$ cat src/rtl/uart_cmd_rx.sv
// uart_cmd_rx: 8N1 UART receiver and two-byte command parser with a valid/ready holding register.
// Defining UART_CMD_TIMEOUT_EN adds an inter-byte timeout and the timeout_err output.
module uart_cmd_rx #(
  parameter int unsigned CLKS_PER_BIT = 434,
  parameter logic [4:0]  HDR_TAG      = 5'b10100,
  parameter int unsigned TIMEOUT_BITS = 32
) (
  input  logic       clock,
  input  logic       reset,
  input  logic       ena,
  input  logic       rx,
  input  logic       cmd_ready,
  output logic       cmd_valid,
  output logic [3:0] cmd_a,
  output logic [3:0] cmd_b,
  output logic [2:0] cmd_opcode,
  output logic       rx_busy,
  output logic       frame_err,
  output logic       hdr_err,
`ifdef UART_CMD_TIMEOUT_EN
  output logic       timeout_err,
`endif
  output logic       overflow
);

  localparam int CNT_W = $clog2(CLKS_PER_BIT);
  localparam logic [CNT_W-1:0] HALF_M1 = CNT_W'(CLKS_PER_BIT / 2 - 1);
  localparam logic [CNT_W-1:0] FULL_M1 = CNT_W'(CLKS_PER_BIT - 1);

  typedef enum logic [1:0] {IDLE = 2'd0, START = 2'd1, DATA = 2'd2, STOP = 2'd3} rx_state_t;
  typedef enum logic {P_HDR = 1'b0, P_DATA = 1'b1} p_state_t;

  logic             rx_m;
  logic             rx_s;
  logic             rx_prev;
  logic [2:0]       warm;
  logic             start_edge;
  rx_state_t        state;
  logic [CNT_W-1:0] cnt;
  logic [2:0]       bit_idx;
  logic [7:0]       shreg;
  logic             byte_done;
  p_state_t         pstate;
  logic [2:0]       pend_op;
  logic             cmd_done;
  logic             tmo_fire;

  // warm only fills once rx_prev holds a real post-reset sample, so a line
  // that is already low out of reset never looks like a falling edge
  assign start_edge = warm[2] & rx_prev & ~rx_s;
  assign cmd_done   = byte_done & (pstate == P_DATA);

  // two-flop synchronizer, previous-sample flop and post-reset warm-up
  always_ff @(posedge clock or posedge reset) begin
    if (reset) begin
      rx_m    <= 1'b1;
      rx_s    <= 1'b1;
      rx_prev <= 1'b1;
      warm    <= 3'b000;
    end else begin
      rx_m    <= rx;
      rx_s    <= rx_m;
      rx_prev <= rx_s;
      warm    <= {warm[1:0], 1'b1};
    end
  end

  // byte receiver: mid-bit sampling, LSB first, stop-bit check
  always_ff @(posedge clock or posedge reset) begin
    if (reset) begin
      state     <= IDLE;
      cnt       <= '0;
      bit_idx   <= 3'd0;
      shreg     <= 8'h00;
      byte_done <= 1'b0;
      frame_err <= 1'b0;
      rx_busy   <= 1'b0;
    end else begin
      byte_done <= 1'b0;
      frame_err <= 1'b0;
      if (!ena) begin
        state   <= IDLE;
        cnt     <= '0;
        rx_busy <= 1'b0;
      end else begin
        case (state)
          IDLE: begin
            if (start_edge) begin
              state   <= START;
              cnt     <= '0;
              rx_busy <= 1'b1;
            end
          end
          START: begin
            if (cnt == HALF_M1) begin
              cnt <= '0;
              if (rx_s) begin
                state   <= IDLE;
                rx_busy <= 1'b0;
              end else begin
                state   <= DATA;
                bit_idx <= 3'd0;
              end
            end else begin
              cnt <= cnt + 1'b1;
            end
          end
          DATA: begin
            if (cnt == FULL_M1) begin
              cnt     <= '0;
              shreg   <= {rx_s, shreg[7:1]};
              bit_idx <= bit_idx + 3'd1;
              if (bit_idx == 3'd7) begin
                state <= STOP;
              end
            end else begin
              cnt <= cnt + 1'b1;
            end
          end
          STOP: begin
            if (cnt == FULL_M1) begin
              cnt     <= '0;
              state   <= IDLE;
              rx_busy <= 1'b0;
              if (rx_s) begin
                byte_done <= 1'b1;
              end else begin
                frame_err <= 1'b1;
              end
            end else begin
              cnt <= cnt + 1'b1;
            end
          end
          default: begin
            state   <= IDLE;
            cnt     <= '0;
            rx_busy <= 1'b0;
          end
        endcase
      end
    end
  end

  // header/operand parser and the one-entry command holding register
  always_ff @(posedge clock or posedge reset) begin
    if (reset) begin
      pstate     <= P_HDR;
      pend_op    <= 3'd0;
      hdr_err    <= 1'b0;
      cmd_valid  <= 1'b0;
      cmd_a      <= 4'd0;
      cmd_b      <= 4'd0;
      cmd_opcode <= 3'd0;
      overflow   <= 1'b0;
    end else begin
      hdr_err <= 1'b0;
      case (pstate)
        P_HDR: begin
          if (byte_done) begin
            if (shreg[7:3] == HDR_TAG) begin
              pend_op <= shreg[2:0];
              pstate  <= P_DATA;
            end else begin
              hdr_err <= 1'b1;
            end
          end
        end
        P_DATA: begin
          if (byte_done || frame_err || tmo_fire) begin
            pstate <= P_HDR;
          end
        end
        default: pstate <= P_HDR;
      endcase

      if (cmd_done) begin
        if (!cmd_valid || cmd_ready) begin
          cmd_valid  <= 1'b1;
          cmd_opcode <= pend_op;
          cmd_a      <= shreg[7:4];
          cmd_b      <= shreg[3:0];
        end else begin
          overflow <= 1'b1;
        end
      end else if (cmd_valid && cmd_ready) begin
        cmd_valid <= 1'b0;
      end
    end
  end

`ifdef UART_CMD_TIMEOUT_EN
  localparam int unsigned TMO_LIMIT = TIMEOUT_BITS * CLKS_PER_BIT;
  localparam int TMO_W = $clog2(TMO_LIMIT + 1);

  logic [TMO_W-1:0] tmo_cnt;

  // a byte event or a new start in the same cycle wins over the timeout
  assign tmo_fire = (pstate == P_DATA) && !rx_busy && !start_edge && !byte_done &&
                    !frame_err && (tmo_cnt == TMO_W'(TMO_LIMIT - 1));

  // idle-time counter, only meaningful while an operand byte is awaited
  always_ff @(posedge clock or posedge reset) begin
    if (reset) begin
      tmo_cnt     <= '0;
      timeout_err <= 1'b0;
    end else begin
      timeout_err <= 1'b0;
      if (start_edge || pstate != P_DATA) begin
        tmo_cnt <= '0;
      end else if (tmo_fire) begin
        tmo_cnt     <= '0;
        timeout_err <= 1'b1;
      end else if (!rx_busy) begin
        tmo_cnt <= tmo_cnt + 1'b1;
      end
    end
  end
`else
  // without the timeout the parser waits for the operand indefinitely
  assign tmo_fire = 1'b0 & (TIMEOUT_BITS == 32'd0);
`endif

endmodule

$ cat config.mk
export PLATFORM = sky130hd
export DESIGN_NAME = uart_cmd_rx
export DESIGN_NICKNAME = d
export VERILOG_FILES = /design/src/rtl/uart_cmd_rx.sv
export SDC_FILE = /design/constraint.sdc
export NUM_CORES = 1
export LEC_CHECK = 0
export BUFFER_PORTS_ARGS = -buffer_cell sky130_fd_sc_hd__buf_2
export CELL_PAD_IN_SITES_DETAIL_PLACEMENT = 0
export CELL_PAD_IN_SITES_GLOBAL_PLACEMENT = 2
export CORE_MARGIN = 2
export CORE_UTILIZATION = 36
export CTS_BUF_LIST = sky130_fd_sc_hd__clkbuf_16
export DETAILED_ROUTE_END_ITERATION = 7
export PLACE_DENSITY_LB_ADDON = 0.1
export SLEW_MARGIN = 20
export SYNTH_ARGS = -nofsm -noshare
export SYNTH_HDL_FRONTEND = slang
export SYNTH_SLANG_ARGS = --single-unit
$ cat constraint.sdc
create_clock -name clock -period 1.7 [get_ports clock]
set_input_delay 0.17 -clock clock [delete_from_list [all_inputs] [get_ports clock]]
set_output_delay 0.17 -clock clock [all_outputs]
set_load 0.01 [all_outputs]
-- Word-level counts from Yosys, hierarchy flattened
Index checks and enable logic that the tools add are counted.
W data, S select, Z words.
- register bits: 49
- bits of input ports: 5
- output and inout bits: 16
- logic and storage cells: 102
- add/sub/neg operators: 2
- equal/unequal tests: 18
- mux-type cells: 41
- bitwise logic cells: 6
- reductions and logical operators: 16
- operator list (operator ; count):
    $mux W9 ; 4
    $pmux W9 S3 ; 1
    $mux W1 ; 22
    $ne A3 B3 Y1 const B ; 6
    $reduce_and A5 Y1 ; 3
    $mux W2 ; 7
    $add A9 B1 Y9 const B ; 1
    $eq A9 B8 Y1 const B ; 1
    $eq A9 B9 Y1 const B ; 1
    $mux W3 ; 3
    $pmux W2 S4 ; 1
    $ne A2 B2 Y1 const B ; 3
    $pmux W3 S2 ; 1
    $reduce_and A2 Y1 ; 3
    $reduce_and A3 Y1 ; 2
    $eq A5 B5 Y1 const B ; 1
    $eq A2 B2 Y1 const B ; 2
    $ne A4 B1 Y1 const B ; 1
    $reduce_bool A2 Y1 ; 2
    $add A3 B1 Y3 const B ; 1
    $and A1 B1 Y1 ; 3
    $eq A3 B3 Y1 const B ; 1
    $not A1 Y1 ; 3
    $pmux W1 S3 ; 1
    other kinds (8) ; 9

-- Depth between registers and ports, before layout
- depth in word-level cells: 5
- mapped depth: 7
- mapped depth without buffers: 6

-- Least setup slack after synthesis
No wires, ideal clock.
- path type: reg-to-reg
- start point: register cnt[1]
- end point: register shreg[0]
- setup time: 0.125 ns
- arrival time: 1.591 ns
- data required time: 1.575 ns
- slack: -0.016 ns
- stages on the path, launching flop included: 7
- path buffers: 1
- clock period less this slack: 1.716 ns
- cells stage by stage: dfrtp_1 inv_1 ha_1 nand4bb_2 nor4_4 buf_6 mux2_4
- longest elaborated chain between the ends: 2
- ends and longest elaborated chain (element ; RTL line ; text):
    start, declared ; 39 ; logic [CNT_W-1:0] cnt;
    start signal, assigned ; 105 ; cnt <= cnt + 1'b1;
    start signal, assigned ; 117 ; cnt <= cnt + 1'b1;
    start signal, assigned ; 131 ; cnt <= cnt + 1'b1;
    $eq A9 B9 Y1 ; 109 ; if (cnt == FULL_M1) begin
    $reduce_and A3 Y1 (no line) ; - ;
    end signal, assigned ; 111 ; shreg <= {rx_s, shreg[7:1]};
    end, declared ; 41 ; logic [7:0] shreg;
No other way between the ends.
A chain may end at the register's enable or synchronous reset.

-- Worst setup path after layout
- start point: register cnt[1]
- end point: register shreg[5]
The elaborated chain is that of the path after synthesis.

==> metrics list <==
* Result of the run: finished, final reports clean
- Across the VDD grid, the largest voltage drop is 537 uV.
- Summed over all nets, the half-perimeter wirelength after detailed placement is approximately 3600 um.
- After synthesis, the largest family of logic cells by area is simple AND/OR/NAND/NOR gates.
- Root Driver: sky130_fd_sc_hd__clkbuf_16
* Final antenna-violating net count: 0
* Post-Place Setup Slack: -0.00353 ns
- The synthesized netlist devotes 1.20% of its cell area to XOR and XNOR gates.
- The cell count after synthesis came out at between 150 and 200.
- Pleak: 1.35 nW
- In this run, distinct cell masters in the synthesized netlist total 47.
- The largest individual stage delay along the critical path comes from the cell sky130_fd_sc_hd__dfrtp_1.
* Port buffer count: 20
- No sink is reached through more buffers than the 2 on the longest clock path.
* Library cell with the largest summed area after synthesis: sky130_fd_sc_hd__dfrtp_1
- The final count of pins violating max slew came to 0.
- Type of the worst min-delay path: primary input to flip-flop
* Fraction of post-synthesis cell area in the top cell type by area: between 50% and 60%
- For the final database, setup skew stands at between 0.004 and 0.005 ns.
- The first global-routing pass estimated slightly below 8000 um of wire.
- Broken down by cell family, the worst path's largest delay share belongs to simple AND/OR/NAND/NOR gates.
- Finish-stage setup viols: 0
- Antenna cell count: 0
- Number of placement rows: 28
- STA puts the critical path data arrival time at approximately 1.8 ns.
- The design draws 2.76 mW.
- Startpoint Class: flip-flop
- The detailed router finished its first iteration with between 40 and 50 violations.
* Footprint of the multi-input gates: roughly 960 sq um
- Max stage delay on crit path: 0.39 ns
- The die covers approximately 0.0067 sq mm.
- Number of global-route vias before repair: about 1600
- From synthesis to final layout, the design area changed by 27.0%.
* Share of cell area taken by muxes after synthesis: 12.6%
- Largest cells by area after synthesis: sky130_fd_sc_hd__dfrtp_1, sky130_fd_sc_hd__mux2_2, sky130_fd_sc_hd__dfstp_2, sky130_fd_sc_hd__mux2_4, sky130_fd_sc_hd__ha_1
* Sequential fraction of the synthesis area: 55.9%
- Of the total synthesized cell area, the portion taken by AND, OR, NAND and NOR gates is between 10% and 20%.
- Cell breakdown of the critical path: inv_2, ha_4, nand4bb_4, nor4_4, buf_12, mux2_2
* Fraction of layout cells with a size suffix above 1: roughly two fifths
* Yosys warns: 0
- The tree built by TritonCTS fans out to between 40 and 50 sinks.
* Register bit total from synthesis: 49
- The average instance in the mapped netlist occupies between 10 and 15 sq um.
* Clock slew seen by the registers of the worst setup and hold paths: ~0.060 ns
- In the synthesized netlist the dominant register cell turns out to be sky130_fd_sc_hd__dfrtp_1.
- After layout, the minimum clock period comes to 1.67 ns.
- Dividing the detail-routed via count by the number of cells gives slightly below 5.
- Worst hold-check slack: 0.171 ns
* Adder and majority gate portion of the synthesized area: under 10%
* Maximum number of pins on one net before global-route repair: 23
- Across the run, the number of max-cap violations was 0.
- Sum of routed wire length over all layers: 4560 um
- Summing the areas of all compound-gate instances in the mapped netlist gives roughly 8.8% of the synthesized area.
- Die outline width: 82.1 um
- Derived from the worst setup path, the maximum achievable clock frequency is 599 MHz.
- The first detailed-routing pass ran for 4 iterations.
- Counting the buffers created by CTS gives 5.
* Global placement routability congestion: 0.794
- After layout, the worst setup slack is ~0.031 ns.
* Initial antenna violation count: 0
- H-tree Lvls: 2
* PD cells: around 990 mW/mm^2
- Total congestion overflow: 0
- For this run, design rule violations remaining after detail routing come to 0.
* Max FO, Critical Path: 12
- Critical path required time: 1.87 ns
- Final hold vios: 0
- Initial Utilization: roughly 37%
* Area of all sequential standard cells: about 0.0012 sq mm
- Setup repair after global routing could not meet its margin everywhere.
- The worst path uses between 90% and 100% of the clock period.
* Worst setup path class: flip-flop to flip-flop
* Nets@finish: between 200 and 250
- TritonCTS clock tree: built
* WL/cell: 15.1 um
- From bottom edge to top edge, the die measures approximately 82 um.
* Total number of vias: 1483
- In the synthesized netlist, the cells that appear most often are sky130_fd_sc_hd__dfrtp_1, sky130_fd_sc_hd__mux2_2, sky130_fd_sc_hd__nand2_1.
- Of all flip-flops after synthesis, the portion carrying an async set or reset was 100%.
* Total buffers and inverters traversed by the critical path: 2
- Filler Cell Count: roughly 570
* Count of flip-flops with a built-in enable after synthesis: 0
* Net Count, Synth: roughly 190
- Later-pin clock latency in the skew report: roughly 0.29 ns
- STA classifies the critical path endpoint as a flip-flop.
- The cell area that synthesis handed to floorplanning was around 0.0022 sq mm.
- Most numerous cell in the Yosys netlist: sky130_fd_sc_hd__dfrtp_1
- GRT Util Overall: around 16%
* Num ports: 21
- Area of the placeable core: a little under 0.006 sq mm
## final timing paths
kind,start,end,slack (ns),cells after the start
worst max-delay path,cnt[1],shreg[5],0.03,6
worst min-delay path,cmd_ready,cmd_valid,0.17,3
worst max register to register,cnt[1],shreg[5],0.03,6
worst min register to register,warm[0],warm[1],0.35,0
max in group asynchronous,reset,rx_s,0.72,4
min in group asynchronous,reset,cmd_opcode[0],0.40,3
## registers in the layout, summed over array words and instances (netlist names), 2 cells and up
register	cells
bit_idx	3
cmd_a	4
cmd_b	4
cmd_opcode	3
cnt	9
pend_op	3
shreg	8
state	2
warm	3
## routing by layer
| layer | vias to the layer above | part of all wire, % | GRT usage, % |
|---|---|---|---|
| met5 | - | 0 | 0 |
| met4 | 0 | 1.6 | 6.50 |
| li1 | 725 | - | - |
| met1 | 730 | 40 | 17.6 |
| met2 | 21 | 55 | 28.7 |
| met3 | 7 | 3.2 | 3.48 |
## worst reg2reg max path: cells and delay by family, from the launching register on
| family | cells | cell delay [ns] |
|---|---|---|
| adder cells (fa/ha/maj) | 1 | 0.14 |
| buffers and inverters | 2 | 0.28 |
| flip-flops | 1 | 0.39 |
| multiplexers | 1 | 0.34 |
| AND/OR/NAND/NOR | 2 | 0.41 |
## cells in the final DEF (no fill, tap or decap), drive strengths merged, types with 4 or more instances in the layout
cell type and instances:
nand4 4, buf 43, nor3 5, nand2 15
ha 5, nor2b 4, inv 9, mux2 22
clkbuf 5, a21oi 5, o21ai 10, dfrtp 46
nor2 8
## power breakdown
group          total, mW  switching [mW]  internal, mW
registers           1.32          0.0861          1.23
logic              0.485           0.249         0.236
clock network      0.962           0.415         0.547
## metrics by stage
step	cells	cell area [sq um]	util [%]	setup TNS, ns
final	301	2790	47.2	0
after global routing	301	2790	47.2	-0.139
after CTS	300	2770	46.8	0
after detailed placement	290	2600	43.9	-0.00500
after global placement	290	2600	43.9	0
after floorplan	176	2220	-	-0.00980
## cell families after synthesis
| kind of cell | Yosys count |
|---|---|
| other cells | 1 |
| buf+inv | 11 |
| xor+xnor | 3 |
| flops | 49 |
| mux | 23 |
| simple gates | 55 |
| compound gates | 29 |
| fa+ha+maj | 5 |
## layout make-up
type / instances / share of cell area, %
inverter: 8 / 1.08
multi-input combinational: 116 / 34.4
clock inverter: 3 / 0.762
tap: 75 / 3.36
timing repair buffer: 45 / 11.8
sequential: 49 / 44.1
clock buffer: 5 / 4.48
## what timing repair did
item | in CTS | in global routing
endpoints found under the hold margin | 16 | 0
cloned | 0 | 0
resized for setup | 1 | 4
hold buffers | 2 | 0
setup endpoints to repair | 6 | 14
setup buffers | 0 | 1
pin swaps | 1 | 0
Power figures use the tool's default switching activity.
